[config.mk]
export PLATFORM = sky130hd
export DESIGN_NAME = multicycle_control
export DESIGN_NICKNAME = d
export VERILOG_FILES = /design/src/rtl/multicycle_pkg.sv /design/src/rtl/mem_wait_timer.sv /design/src/rtl/multicycle_control.sv
export SDC_FILE = /design/constraint.sdc
export NUM_CORES = 1
export LEC_CHECK = 0
export ABC_AREA = 0
export BUFFER_PORTS_ARGS = -buffer_cell sky130_fd_sc_hd__buf_2
export CORE_ASPECT_RATIO = 0.75
export CORE_MARGIN = 2
export CORE_UTILIZATION = 35
export CTS_CLUSTER_SIZE = 24
export DETAILED_ROUTE_END_ITERATION = 8
export PLACE_DENSITY_LB_ADDON = 0.08
export RECOVER_POWER = 50
export SETUP_SLACK_MARGIN = 0.5
export SKIP_CTS_REPAIR_TIMING = 1
export SYNTH_ARGS = -nofsm -noshare
export SYNTH_HDL_FRONTEND = slang
export SYNTH_SLANG_ARGS = --single-unit
[constraint.sdc]
create_clock -name clk -period 4.41 [get_ports clk]
set_input_delay 0.882 -clock clk [delete_from_list [all_inputs] [get_ports clk]]
set_output_delay 0.882 -clock clk [all_outputs]
set_load 0.02 [all_outputs]
[src/rtl/multicycle_pkg.sv]
// Shared encodings for the multicycle controller: FSM state codes, opcodes,
// ALU control values and the grouped strobe bundle.
package multicycle_pkg;

  localparam logic [2:0] ST_IDLE   = 3'd0;
  localparam logic [2:0] ST_FETCH  = 3'd1;
  localparam logic [2:0] ST_DECODE = 3'd2;
  localparam logic [2:0] ST_EXEC   = 3'd3;
  localparam logic [2:0] ST_MEM    = 3'd4;
  localparam logic [2:0] ST_WB     = 3'd5;
  localparam logic [2:0] ST_FAULT  = 3'd6;

  localparam int unsigned OP_ADD   = 0;
  localparam int unsigned OP_LOAD  = 1;
  localparam int unsigned OP_STORE = 2;
  localparam int unsigned OP_JUMP  = 3;
  localparam int unsigned OP_SUB   = 4;
  localparam int unsigned OP_BEQ   = 5;

  localparam logic [1:0] ALU_PASS = 2'b00;
  localparam logic [1:0] ALU_ADD  = 2'b01;
  localparam logic [1:0] ALU_SUB  = 2'b10;
  localparam logic [1:0] ALU_CMP  = 2'b11;

  localparam int unsigned WAIT_W = 8;

  typedef struct packed {
    logic ir_load;
    logic pc_inc;
    logic reg_write;
    logic mem_read;
    logic mem_write;
    logic branch;
    logic busy;
    logic fault;
  } strobe_t;

endpackage

[src/rtl/mem_wait_timer.sv]
// Memory wait counter: cleared on entry to a waiting state, counts cycles
// without mem_ready and flags the cycle on which the limit is reached.
module mem_wait_timer
  import multicycle_pkg::*;
(
  input  logic              clk,
  input  logic              rst_n,
  input  logic              clear,
  input  logic              count_en,
  input  logic [WAIT_W-1:0] limit,
  output logic              expired
);

  logic [WAIT_W-1:0] cnt_q, cnt_d;

  always_comb begin
    cnt_d = cnt_q;
    if (clear) begin
      cnt_d = '0;
    end else if (count_en) begin
      cnt_d = cnt_q + 1'b1;
    end
  end

  // Expires on the wait cycle that brings the count up to the limit.
  assign expired = count_en && (({1'b0, cnt_q} + 1'b1) >= {1'b0, limit});

  always_ff @(posedge clk or negedge rst_n) begin
    if (!rst_n) begin
      cnt_q <= '0;
    end else begin
      cnt_q <= cnt_d;
    end
  end

endmodule

[src/rtl/multicycle_control.sv]
// Multicycle CPU control FSM; BRANCH_COND_EN adds the BEQ opcode and zero input.
//   state  | meaning
//   IDLE   | not running, busy=0
//   FETCH  | read instruction, wait for mem_ready
//   DECODE | register opcode, check legality
//   EXEC   | ALU op / jump / address phase
//   MEM    | data read (LOAD) or write (STORE), wait for mem_ready
//   WB     | register write-back for LOAD
//   FAULT  | illegal opcode or memory timeout, sticky until reset
module multicycle_control
  import multicycle_pkg::*;
#(
  parameter int OP_W        = 3,
  parameter int MEM_TIMEOUT = 15
) (
  input  logic            clk,
  input  logic            rst_n,
  input  logic            run,
  input  logic [OP_W-1:0] op,
  input  logic            mem_ready,
`ifdef BRANCH_COND_EN
  input  logic            zero,
`endif
  output logic            ir_load,
  output logic            pc_inc,
  output logic            reg_write,
  output logic            mem_read,
  output logic            mem_write,
  output logic            branch,
  output logic            busy,
  output logic            fault,
  output logic [1:0]      alu_ctrl,
  output logic [2:0]      state
);

  localparam logic [OP_W-1:0] OPC_ADD   = OP_W'(OP_ADD);
  localparam logic [OP_W-1:0] OPC_LOAD  = OP_W'(OP_LOAD);
  localparam logic [OP_W-1:0] OPC_STORE = OP_W'(OP_STORE);
  localparam logic [OP_W-1:0] OPC_JUMP  = OP_W'(OP_JUMP);
  localparam logic [OP_W-1:0] OPC_SUB   = OP_W'(OP_SUB);
`ifdef BRANCH_COND_EN
  localparam logic [OP_W-1:0] OPC_BEQ   = OP_W'(OP_BEQ);
`endif

  logic [2:0]      state_q, state_d;
  logic [OP_W-1:0] op_q, op_d;
  logic [2:0]      next_instr;
  logic            op_legal;
  logic            wait_clear, wait_en, wait_expired;
  strobe_t         sb;

  assign next_instr = run ? ST_FETCH : ST_IDLE;

  always_comb begin
    op_legal = (op == OPC_ADD) || (op == OPC_LOAD) || (op == OPC_STORE) ||
               (op == OPC_JUMP) || (op == OPC_SUB);
`ifdef BRANCH_COND_EN
    if (op == OPC_BEQ) op_legal = 1'b1;
`endif
  end

  always_comb begin
    op_d = op_q;
    if (state_q == ST_DECODE) op_d = op;
  end

  always_comb begin
    state_d = state_q;
    case (state_q)
      ST_IDLE:   state_d = run ? ST_FETCH : ST_IDLE;
      ST_FETCH: begin
        if (mem_ready)         state_d = ST_DECODE;
        else if (wait_expired) state_d = ST_FAULT;
      end
      ST_DECODE: state_d = op_legal ? ST_EXEC : ST_FAULT;
      ST_EXEC: begin
        if (op_q == OPC_LOAD || op_q == OPC_STORE) state_d = ST_MEM;
        else                                       state_d = next_instr;
      end
      ST_MEM: begin
        // mem_ready takes priority over a timeout landing in the same cycle
        if (mem_ready)         state_d = (op_q == OPC_LOAD) ? ST_WB : next_instr;
        else if (wait_expired) state_d = ST_FAULT;
      end
      ST_WB:     state_d = next_instr;
      ST_FAULT:  state_d = ST_FAULT;
      default:   state_d = ST_FAULT;
    endcase
  end

  assign wait_en    = ((state_q == ST_FETCH) || (state_q == ST_MEM)) && !mem_ready;
  assign wait_clear = ((state_d == ST_FETCH) || (state_d == ST_MEM)) && (state_d != state_q);

  mem_wait_timer u_wait (
    .clk      (clk),
    .rst_n    (rst_n),
    .clear    (wait_clear),
    .count_en (wait_en),
    .limit    (WAIT_W'(MEM_TIMEOUT)),
    .expired  (wait_expired)
  );

  always_comb begin
    sb       = '0;
    alu_ctrl = ALU_PASS;
    case (state_q)
      ST_IDLE: ;
      ST_FETCH: begin
        sb.busy     = 1'b1;
        sb.mem_read = 1'b1;
        sb.ir_load  = mem_ready;
        sb.pc_inc   = mem_ready;
      end
      ST_DECODE: sb.busy = 1'b1;
      ST_EXEC: begin
        sb.busy = 1'b1;
        if (op_q == OPC_ADD) begin
          alu_ctrl     = ALU_ADD;
          sb.reg_write = 1'b1;
        end else if (op_q == OPC_SUB) begin
          alu_ctrl     = ALU_SUB;
          sb.reg_write = 1'b1;
        end else if (op_q == OPC_JUMP) begin
          sb.branch = 1'b1;
        end
`ifdef BRANCH_COND_EN
        else if (op_q == OPC_BEQ) begin
          alu_ctrl  = ALU_CMP;
          sb.branch = zero;
        end
`endif
      end
      ST_MEM: begin
        sb.busy      = 1'b1;
        sb.mem_read  = (op_q == OPC_LOAD);
        sb.mem_write = (op_q == OPC_STORE);
      end
      ST_WB: begin
        sb.busy      = 1'b1;
        sb.reg_write = 1'b1;
      end
      default: begin
        sb.busy  = 1'b1;
        sb.fault = 1'b1;
      end
    endcase
  end

  assign ir_load   = sb.ir_load;
  assign pc_inc    = sb.pc_inc;
  assign reg_write = sb.reg_write;
  assign mem_read  = sb.mem_read;
  assign mem_write = sb.mem_write;
  assign branch    = sb.branch;
  assign busy      = sb.busy;
  assign fault     = sb.fault;
  assign state     = state_q;

  always_ff @(posedge clk or negedge rst_n) begin
    if (!rst_n) begin
      state_q <= ST_IDLE;
      op_q    <= '0;
    end else begin
      state_q <= state_d;
      op_q    <= op_d;
    end
  end

endmodule

; Word level (Yosys, flattened, before mapping)
; Cells that the tools add are included.
[word_totals]
word_cells = 64
memories = 0
latch_bits = 0
ramBits = 0
romBits = 0
out_inout_bits = 13
reg_bits = 14
inputBits = 7
[op_classes]
n_reduce_logical = 17
magnitude_cmp = 1
shifts = 0
add_sub_neg = 2
n_bitwise = 0
n_mul = 0
div_mod_pow = 0
eq_ne = 16
muxes = 25
[ops]
columns = operator, count
row1 = == test 3 x 2 -> 1 bit (second input constant), 6
row2 = two-way mux 3 bit, 6
row3 = two-way mux 8 bit, 2
row4 = == test 3 bit (second input constant), 5
row5 = case mux 3 bit (5 select lines), 1
row6 = == test 3 x 1 -> 1 bit (second input constant), 4
row7 = two-way mux 1 bit, 10
row8 = adder 8 x 1 -> 9 bit (second input constant), 1
row9 = greater-or-equal comparator 9 x 4 -> 1 bit (second input constant), 1
row10 = zero test 3 bit, 3
row11 = adder 8 x 1 -> 8 bit (second input constant), 1
row12 = two-way mux 2 bit, 4
row13 = logical OR 1 bit, 7
row14 = OR reduction 6 bit, 1
row15 = case mux 1 bit (2 select lines), 2
row16 = logical AND 1 bit, 3
row17 = != test 3 bit, 1
row18 = nonzero test 2 bit, 1
row19 = OR reduction 2 bit, 1
row20 = zero test 1 bit, 1

; Longest topological paths before layout
[logic_depth]
word_depth = 11
depth_mapped = 8
ltp_nobuf = 8

; By module
; Synthesis repeated with hierarchy kept, for this count alone.
[unflattened]
cells_unflattened = 147
area_unflattened_um2 = 1276.2
[by_module_without_submodules]
columns = module, instances, seq_area_each_um2, cells_each, area_per_inst_um2
row1 = mem_wait_timer, 1, 200.2, 77, 663.1
row2 = multicycle_control, 1, 150.1, 70, 613.1

; Least setup slack after synthesis
; OpenSTA, ideal clock, no wires.
[synth_timing]
kind = reg-to-output
start = register state_q[0], in the netlist state[0]
end = output port alu_ctrl[0]
path_buffers = 1
path_stages_with_launch = 6
required_time_ns = 3.528
setup_slack_ns = 1.873
arrival_time_ns = 1.655
cell_sequence = dfrtp_1 > buf_2 > inv_1 > nor2_1 > nand2_1 > nor4_1
[synth_between]
elab_chain_len = 2
[synth_lines]
columns = element, line
row1 = start: declaration, multicycle_control.sv:45  ; logic [2:0] state_q, state_d;
row2 = start signal: assignment, multicycle_control.sv:164  ; state_q <= state_d;
row3 = == test 3 x 2 -> 1 bit, multicycle_control.sv:106  ; case (state_q)
row4 = two-way mux 2 bit, multicycle_control.sv:106
row5 = end: declaration, multicycle_control.sv:32  ; output logic [1:0] alu_ctrl,
; Every way passes these cells.

; Worst setup path in the final report
; Same ends and word-level chain as after synthesis.

==> metrics.yaml <==
run_status:
  status: "finished, final reports clean"
critical_path:
  startpoint: "state[0]"
  path_depth: 5
  cp_slowest_cell: "dfrtp_1"
  ff2ff_path_depth: 6
  end_kind: "primary output"
  start_kind: "flop"
  critPathMaxStageDelay_ns: 0.57
  critical-path-top-delay-family: "flip-flops"
  cp_num_buf_inv: 2
  crit_path_end: "alu_ctrl[0]"
  crit_chain: "inv_1, nor2_1, nand2_1, nor4_1, buf_2"
  rrSetupSlack_ns: 1.99
  r2r-end: "u_wait.cnt_q[6]"
  r2r-start: "state[0]"
  crit_type: "reg -> out"
  critPathMaxFanout: 12
  required_ns: 3.53
  crit_arrival_ns: 1.75
grt:
  grt_first_pass_wirelength_microns: 3900
  antenna_found_initial: 0
  track_usage_pct: 15.3
  grt_pass1_vias: 799
  grt_overflow: 0
  grt_max_degree: 15
clock_network:
  numCtsBuffers: 3
  path_clk_slew_ns: 0.06
  h-tree-depth: 1
  cts_buffer_depth: 2
  cts-root-buf: "clkbuf_8"
  cts_tree: "yes"
  insertion_delay_ns: 0.24
  cts_num_sinks: 14
sta:
  hold_viol: 0
  slew_viol_final: 0
  max_slew_margin_pct: 28.8
  fmax_mhz: 379
  rsz0062_at_grt: "no"
  fin_hold_ws_ns: 0.612
  clock_skew_ns: 0.00121
  worst_pin_slew_ns: 1.06
  fin_crit_ns: 2.64
  setup_ws_ns: 1.77
  finalCritPeriodShare_pct: 59.8
  tns_ns: 0
  setup_viol: 0
detailed_routing:
  vias_per_cell: 5.22
  ant_nets: 0
  wl_per_cell_microns: 12.7
  vias: 930
  wirelength_microns: 2260
  dr.pass1.iters: 4
  drc: 0
  drtIter0Drc: 54
synth:
  netlist_instances: 123
  synth_area_leader_cell: "dfrtp_1"
  synth_top_area_share_pct: 33.9
  ys_types: 39
  syn_area_sq_um: 1030
  yosys_warnings: 0
  synth_area_leaders: "dfrtp_1 34%, nor2_1 8.0%, xor2_1 5.9%, nand2_1 4.0%, inv_1 2.5%"
  yosysSeqAreaShare_pct: 33.9
  ys_ff_latch: 14
  synth_nets: 132
  avgSynthCellArea_sq_um: 8.41
die:
  start_util_pct: 36.0
  die_h_microns: 51.1
  die_area_sq_um: 3410
  io-pin-count: 20
  core_sq_um: 2870
  rows: 17
  die_w_microns: 66.8
layout:
  final_cells: 178
  num-nets-final: 150
  finalInstanceArea_sq_um: 1180
  num_antenna_cells: 0
  synthToLayoutAreaGrowth_pct: 14.4
  final_util_pct: 41.2
  final_layout_size_suffix_gt1_share_pct: 21.4
  layout_commonest_cell: "nor2_1"
  fill_cells: 305
  most-common-layout-cells: "22 x nor2_1, 16 x buf_2, 14 x dfrtp_1"
worst_hold_path:
  hold_path_class: "reg -> reg"
power:
  vdd_drop_max_v: 0.000162
  total_power_uw: 323
  cellPowerDensity_nw_per_um2: 273
  leakage_nw: 0.527
place:
  placed_cells: 174
  placed_area_sq_um: 1140
  place_hpwl_microns: 1730
  gp_congestion: 0.834
  pre_cts_slack_ns: 2.06
  portBuffers: 19
flow_run:
  maxCapViolations: 0
==> sequential cells by signal (all words and copies together), names as in the netlist <==
| name | cells |
|---|---|
| u_wait.cnt_q | 8 |
| op_q | 3 |
| state | 3 |
==> worst min-delay path: cells and delay by family (launching register included) <==
kind             cells  cell delay [ns]
XOR/XNOR             1             0.08
AND/OR/NAND/NOR      1             0.08
flip-flops           1             0.41
==> cells in the mapped netlist, drive strengths merged <==
cell type,number
a211oi,4
a21o,1
a21oi,2
a221o,1
a22oi,1
a31oi,3
and3,5
buf,5
clkbuf,1
dfrtp,14
ha,2
inv,8
mux2,2
nand2,11
nand2b,4
nand3,4
nand4,4
nor2,22
nor2b,1
nor3,1
nor3b,2
nor4,2
o2111ai,1
o211ai,1
o21ai,6
o221ai,2
o22ai,1
o311ai,1
o31ai,1
or4,1
xnor2,2
xor2,7
==> layout make-up <==
class,count,area (sq um),area share [%]
Sequential cell,14,350,29.6
Clock buffer,4,55.1,4.65
Tap cell,38,47.5,4.02
Inverter,8,30.0,2.54
Timing Repair Buffer,19,91.3,7.72
Multi-Input combinational cell,95,609,51.5
==> worst min path at each step <==
| stage | from | end | slack (ns) | depth (start not counted) |
|---|---|---|---|---|
| 3_5_place_dp | u_wait.cnt_q[7] | u_wait.cnt_q[7] | 0.61 | 2 |
| 4_1_cts | rst_n | u_wait.cnt_q[4] | 0.53 | 1 |
| 5_1_grt | u_wait.cnt_q[7] | u_wait.cnt_q[7] | 0.67 | 2 |
| 6_report | u_wait.cnt_q[7] | u_wait.cnt_q[7] | 0.61 | 2 |
| 3_3_place_gp | u_wait.cnt_q[7] | u_wait.cnt_q[7] | 0.58 | 2 |
| 2_1_floorplan | u_wait.cnt_q[7] | u_wait.cnt_q[7] | 0.54 | 2 |
==> power breakdown <==
group	internal (mW)	total (mW)	switching (mW)
registers	0.137	0.152	0.0142
logic	0.0206	0.0474	0.0268
clock network	0.0791	0.124	0.0447
==> layer usage <==
metal	global-route usage, %	part of all wire (%)	vias up	wire [microns]
li1	-	-	468	-
met1	23.6	53	438	1200
met2	19.5	40	20	915
met3	5.51	5.6	4	127
met4	4.42	1.0	0	23
met5	0	0	-	0
==> cells by family after synthesis <==
kind of cell	count (synthesis)	synth area share, %
and+or+nand+nor	57	27.6
xor gates and xnor gates	9	7.62
AOI/OAI and AO/OA	25	19.6
DFF	14	33.9
buffers and inverters	14	6.77
muxes	2	2.18
adders and majority gates	2	2.42
Note: power is estimated with default switching activity, not from simulation.
